### src/rtl/pong_pkg.sv
// pong_pkg: shared FSM encoding, winner codes, ball centre and score helper
// Contents: state_t (IDLE..GAME_OVER), WIN_* codes, BALL_X0/BALL_Y0, sat_inc()
package pong_pkg;
   typedef enum logic [2:0] {
      IDLE       = 3'd0,
      SERVE_WAIT = 3'd1,
      PLAY       = 3'd2,
      POINT      = 3'd3,
      GAME_OVER  = 3'd4
   } state_t;
   localparam logic [1:0] WIN_NONE  = 2'b00;
   localparam logic [1:0] WIN_LEFT  = 2'b01;
   localparam logic [1:0] WIN_RIGHT = 2'b10;
   localparam int BALL_X0 = 320;
   localparam int BALL_Y0 = 240;
   function automatic logic [3:0] sat_inc(input logic [3:0] s);
      return s == 4'hf ? s : s + 4'd1;
   endfunction
endpackage

### src/rtl/pong_game_ctrl_tick_gen.sv
// tick_gen: free-running divider, one-cycle tick when the counter wraps at TICK_DIV-1
// Ports: clk, rst (sync clear), tick (high while counter == TICK_DIV-1)
module tick_gen #(
   parameter int TICK_DIV = 50000
) (
   input  logic clk,
   input  logic rst,
   output logic tick
);
   localparam int W = TICK_DIV > 1 ? $clog2(TICK_DIV) : 1;
   logic [W-1:0] cnt;
   assign tick = cnt == W'(TICK_DIV - 1);
   always_ff @(posedge clk)
      cnt <= rst || tick ? '0 : cnt + 1'b1;
endmodule

### src/rtl/pong_game_ctrl.sv
// pong_game_ctrl: match sequencer (idle, serve delay, play, point, game over) with scores
// Ports: clk, rst (sync, active-high), serve_btn, pause_sw, miss_l, miss_r in;
//        step, ball_center, serve_dir, score_l, score_r, winner, state out (all registered).
// Build option AUTO_SERVE_EN: serve delay ends on countdown expiry instead of a serve edge.
module pong_game_ctrl
   import pong_pkg::*;
#(
   parameter int TICK_DIV    = 50000,
   parameter int SERVE_TICKS = 120,
   parameter int WIN_SCORE   = 9
) (
   input  logic       clk,
   input  logic       rst,
   input  logic       serve_btn,
   input  logic       pause_sw,
   input  logic       miss_l,
   input  logic       miss_r,
   output logic       step,
   output logic       ball_center,
   output logic       serve_dir,
   output logic [3:0] score_l,
   output logic [3:0] score_r,
   output logic [1:0] winner,
   output logic [2:0] state
);
   localparam int CW = $clog2(SERVE_TICKS + 2);
   state_t st;
   logic tick, btn_q, srv, go, credit_l, credit_r;
   logic [CW-1:0] cd;
   logic [3:0] nl, nr;
   tick_gen #(.TICK_DIV(TICK_DIV)) u_tick (.clk(clk), .rst(rst), .tick(tick));
   assign srv   = serve_btn & ~btn_q;
   assign nl    = sat_inc(score_l);
   assign nr    = sat_inc(score_r);
   assign state = st;
`ifdef AUTO_SERVE_EN
   assign go = cd == '0;
`else
   // edges seen before expiry are simply lost
   assign go = cd == '0 && srv;
`endif
   always_ff @(posedge clk) begin
      if (rst) begin
         st          <= IDLE;
         btn_q       <= 1'b0;
         step        <= 1'b0;
         ball_center <= 1'b0;
         serve_dir   <= 1'b0;
         score_l     <= '0;
         score_r     <= '0;
         winner      <= WIN_NONE;
         cd          <= '0;
         credit_l    <= 1'b0;
         credit_r    <= 1'b0;
      end else begin
         btn_q       <= serve_btn;
         step        <= st == PLAY && tick && !pause_sw;
         ball_center <= 1'b0;
         case (st)
            IDLE, GAME_OVER: if (srv) begin
               score_l     <= '0;
               score_r     <= '0;
               winner      <= WIN_NONE;
               ball_center <= 1'b1;
               cd          <= CW'(SERVE_TICKS);
               st          <= SERVE_WAIT;
            end
            SERVE_WAIT:
               if (go) st <= PLAY;
               else if (tick && !pause_sw && cd != '0) cd <= cd - 1'b1;
            PLAY: if (miss_l || miss_r) begin
               // simultaneous misses reach POINT with neither side credited
               credit_l <= miss_r & ~miss_l;
               credit_r <= miss_l & ~miss_r;
               st       <= POINT;
            end
            POINT: begin
               ball_center <= 1'b1;
               cd          <= CW'(SERVE_TICKS);
               st          <= SERVE_WAIT;
               if (credit_l) begin
                  score_l   <= nl;
                  serve_dir <= 1'b0;
                  if (nl == 4'(WIN_SCORE)) begin
                     winner <= WIN_LEFT;
                     st     <= GAME_OVER;
                  end
               end else if (credit_r) begin
                  score_r   <= nr;
                  serve_dir <= 1'b1;
                  if (nr == 4'(WIN_SCORE)) begin
                     winner <= WIN_RIGHT;
                     st     <= GAME_OVER;
                  end
               end
            end
            default: st <= IDLE;
         endcase
      end
   end
endmodule

### config.mk
export PLATFORM = sky130hd
export DESIGN_NAME = pong_game_ctrl
export DESIGN_NICKNAME = d
export VERILOG_FILES = /design/src/rtl/pong_pkg.sv /design/src/rtl/pong_game_ctrl_tick_gen.sv /design/src/rtl/pong_game_ctrl.sv
export SDC_FILE = /design/constraint.sdc
export NUM_CORES = 1
export LEC_CHECK = 0
export ABC_AREA = 1
export CORE_MARGIN = 3
export CORE_UTILIZATION = 45
export CTS_CLUSTER_SIZE = 40
export DETAILED_ROUTE_END_ITERATION = 8
export MAX_ROUTING_LAYER = met4
export PLACE_DENSITY = 0.65
export SKIP_LAST_GASP = 1
export SLEW_MARGIN = 20
export SYNTH_ARGS = -nofsm -noshare
export SYNTH_HDL_FRONTEND = slang
export SYNTH_HIERARCHICAL = 1
export SYNTH_SLANG_ARGS = --single-unit
### constraint.sdc
create_clock -name clk -period 2.1 [get_ports clk]
set_clock_uncertainty 0.15 [all_clocks]
set_input_delay 0.63 -clock clk [delete_from_list [all_inputs] [get_ports clk]]
set_output_delay 0.63 -clock clk [all_outputs]
set_load 0.02 [all_outputs]
==> metrics.md <==
| Metric | Value |
|---|---|
| Post-Syn Instances | `334` |
| Fillers | `486` |
| Final worst-path cycle share | `97.17%` |
| CP max FO | `2` |
| Stages on the worst setup path | `1` |
| Mapped Avg Cell Area | `6.754 µm²` |
| WHS Path Cells | `1` |
| Synthesized cell area | `0.002256 mm²` |
| NumNets Final | `380` |
| Initial Util | `47.14%` |
| Final setup fails | `0` |
| Predominant post-synthesis flop cell | `dfxtp_1` |
| Worst setup SP type | `flop` |
| CP Data Required Time | `1320 ps` |
| CTS HTree Levels | `2` |
| Aggregate global routing overflow | `0` |
| Synth Area in Adders | `3.328%` |
| RSZ-0062 raised after global routing | `true` |
| Synth Register Bits | `42` |
| Worst Path Buf+Inv | `1` |
| Cells along the critical path | `clkdlybuf4s50_1` |
| Placer Congestion | `0.8358` |
| Diodes inserted | `0` |
| Post-synthesis sequential area ratio | `37.27%` |
| Core box area | `0.004786 mm²` |
| Via count | `2065` |
| Die span in x | `76.81 µm` |
| WP data arrival | `1260 ps` |
| Post-synth ARST share | `0%` |
| Synth unique cells | `31` |
| Row count | `25` |
| Post-route minimum period | `2041 ps` |
| Number of enable flip-flop cells after synthesis | `0` |
| Power Density | `858.2 mW/mm²` |
| Remaining DRCs | `0` |
| Yosys warns | `6` |
| CTS Root Cell | `clkbuf_8` |
| Post-synthesis compound-gate area fraction | `10.09%` |
| R2r worst-path depth | `11` |
| Slew @ Worst Pin | `301.3 ps` |
| First-pass GRT wire length | `8224 µm` |
| Lkg Pwr | `0.001144 µW` |
| Routed len/inst | `10.48 µm` |
| Pwr Total | `2312 µW` |
| Die ar. | `0.005899 mm²` |
| Boundary pin count | `22` |
| MaxCap Viol Count | `0` |
| Die Y | `76.81 µm` |
| Antenna violations before repair | `0` |
| Post-route setup TNS | `0 ps` |
| Clk Latency, worst-skew pair | `300 ps` |
| Max-slew headroom | `79.76%` |
| DRT antenna net count | `0` |
| Number of global-route vias before repair | `1948` |
| Max Slew Vio Count | `0` |
| Post-Syn Nets | `346` |
| Hold Fails Final Rpt | `0` |
| Clk sinks | `42` |
| Total wire length | `4569 µm` |
| Simple-gate share of the synthesized area | `36.83%` |
| Fraction of layout cells with a size suffix above 1 | `11.11%` |
| Status | `finished clean` |
| CP delay by family, top | `buffers and inverters` |
| GRT Util Overall | `17.40%` |
| Port Buf Inserts | `21` |
| Layout area overhead | `19.41%` |
| Worst min-delay path class | `reg2reg` |
| CP max stage cell | `clkdlybuf4s50_1` |
| CP max stage delay | `610 ps` |
| Post-synthesis mux area share | `0%` |
| Post-Synth XOR/XNOR Area | `3.106%` |
| Vias per std cell | `4.736` |
| Setup CP Type | `reg2out` |
| Drt initial violations | `130` |
| DR pass1 iterations | `4` |
| Largest net degree at the start of global routing | `17` |
| Critical path capture point type | `output port` |
| Longest Clk Path Bufs | `2` |
| VDD IR max | `475.3 µV` |
| Clock buffer count from CTS | `5` |
| CTS tree | `yes` |
| Clk slew on worst S/H paths | `80 ps` |
| FF-to-FF setup slack | `140 ps` |
| HPWL Detailed | `3467 µm` |
| Fmax | `0.4900 GHz` |
| Post-CTS Hold Buffers | `0` |
| Main combinational cell family by area after synthesis | `simple AND/OR/NAND/NOR gates` |
## worst paths after layout
check | from | endpoint
hold reg to reg | u_tick/cnt[0]$_SDFF_PP0_ | u_tick/cnt[0]$_SDFF_PP0_
setup / recovery | serve_dir$_SDFFE_PP0P_ | serve_dir
setup reg to reg | u_tick/cnt[0]$_SDFF_PP0_ | cd[2]$_SDFFE_PP0P_
hold / removal | u_tick/cnt[0]$_SDFF_PP0_ | u_tick/cnt[0]$_SDFF_PP0_
## flip-flops by register name, summed over array words and instances (netlist names)
register	flops
cd	7
credit_l	1
winner	2
step	1
u_tick/cnt	16
score_r	4
score_l	4
state	3
credit_r	1
serve_dir	1
ball_center	1
btn_q	1
## per-layer routing
metal  vias to the layer above  share of wire (%)  global-route usage, %
met5                         -                  0                      -
met4                         0                1.6                  6.884
met3                         5                2.4                  4.108
met2                        21                 46                  27.53
met1                       917                 50                  21.38
li1                       1122                  -                      -
## cell type report
cell class / count / area, µm² / area share (%)
clock inverter: 1 / 5.005 / 0.1858
timing repair buffer: 30 / 271.5 / 10.08
inverter: 50 / 192.7 / 7.153
clock buffer: 7 / 86.33 / 3.205
tap: 67 / 83.83 / 3.112
multi-input combinational: 239 / 1211 / 44.96
sequential: 42 / 843.3 / 31.31
## synth_stat cells (3+ instances only)
cell / count / area share [%]
inv_2: 4 / 0.67
nor2_1: 53 / 8.8
o21ai_0: 13 / 2.9
nor3_1: 4 / 0.89
inv_1: 44 / 7.3
nand4_1: 9 / 2.5
ha_1: 6 / 3.3
nand2_4: 3 / 1.5
dfxtp_1: 42 / 37
xor2_1: 6 / 2.3
a21oi_1: 24 / 5.3
nand3_1: 20 / 4.4
nand2_1: 80 / 13
## through the flow
stage / instance area, µm² / setup slack (ps) / cells / hold slack [ps] / util, %
4_1_cts: 2679 / 13.18 / 436 / 314.3 / 55.97
5_1_grt: 2694 / -18.31 / 436 / 319.1 / 56.29
3_5_place_dp: 2599 / -145.9 / 428 / 303.6 / 54.30
2_1_floorplan: 2256 / 192.7 / 334 / 279.6 / -
3_3_place_gp: 2599 / -97.05 / 428 / 294.5 / 54.30
6_report: 2694 / 59.35 / 436 / 293.3 / 56.29
## repair_timing
item | in CTS | in global routing
buffers inserted | 0 | 0
pin swaps | 0 | 0
setup endpoints to repair | 9 | 9
gates resized for setup | 9 | 7
## logic make-up after synthesis
kind of cell	after synthesis
and+or+nand+nor	182
buffers and inverters	53
AOI/OAI and AO/OA	43
DFF	42
xor gates and xnor gates	8
adders and majority gates	6
## placed cells by master, fill, tap and decap left out, types with 2 or more instances in the layout
cell type	count
xor2_1	6
a21oi_1	24
dlygate4sd2_1	9
a211oi_1	2
dlymetal6s2s_1	2
nor3_1	4
inv_4	2
nand3_1	20
inv_1	44
ha_1	5
nand2_1	80
nor2_2	4
xnor2_1	2
nor2_1	51
nand2_2	2
o21ai_0	13
buf_4	9
nand4_1	9
inv_2	4
dfxtp_2	2
nand3_2	2
or2_2	2
nand2_4	3
clkbuf_8	6
o21ai_1	2
dfxtp_1	40
clkdlybuf4s50_1	10
## report_power, final
group	internal, µW	switching [µW]
Clock	265	278
Combinational	318	492
Sequential	884	73.8
Note: power is estimated with default switching activity, not from simulation.
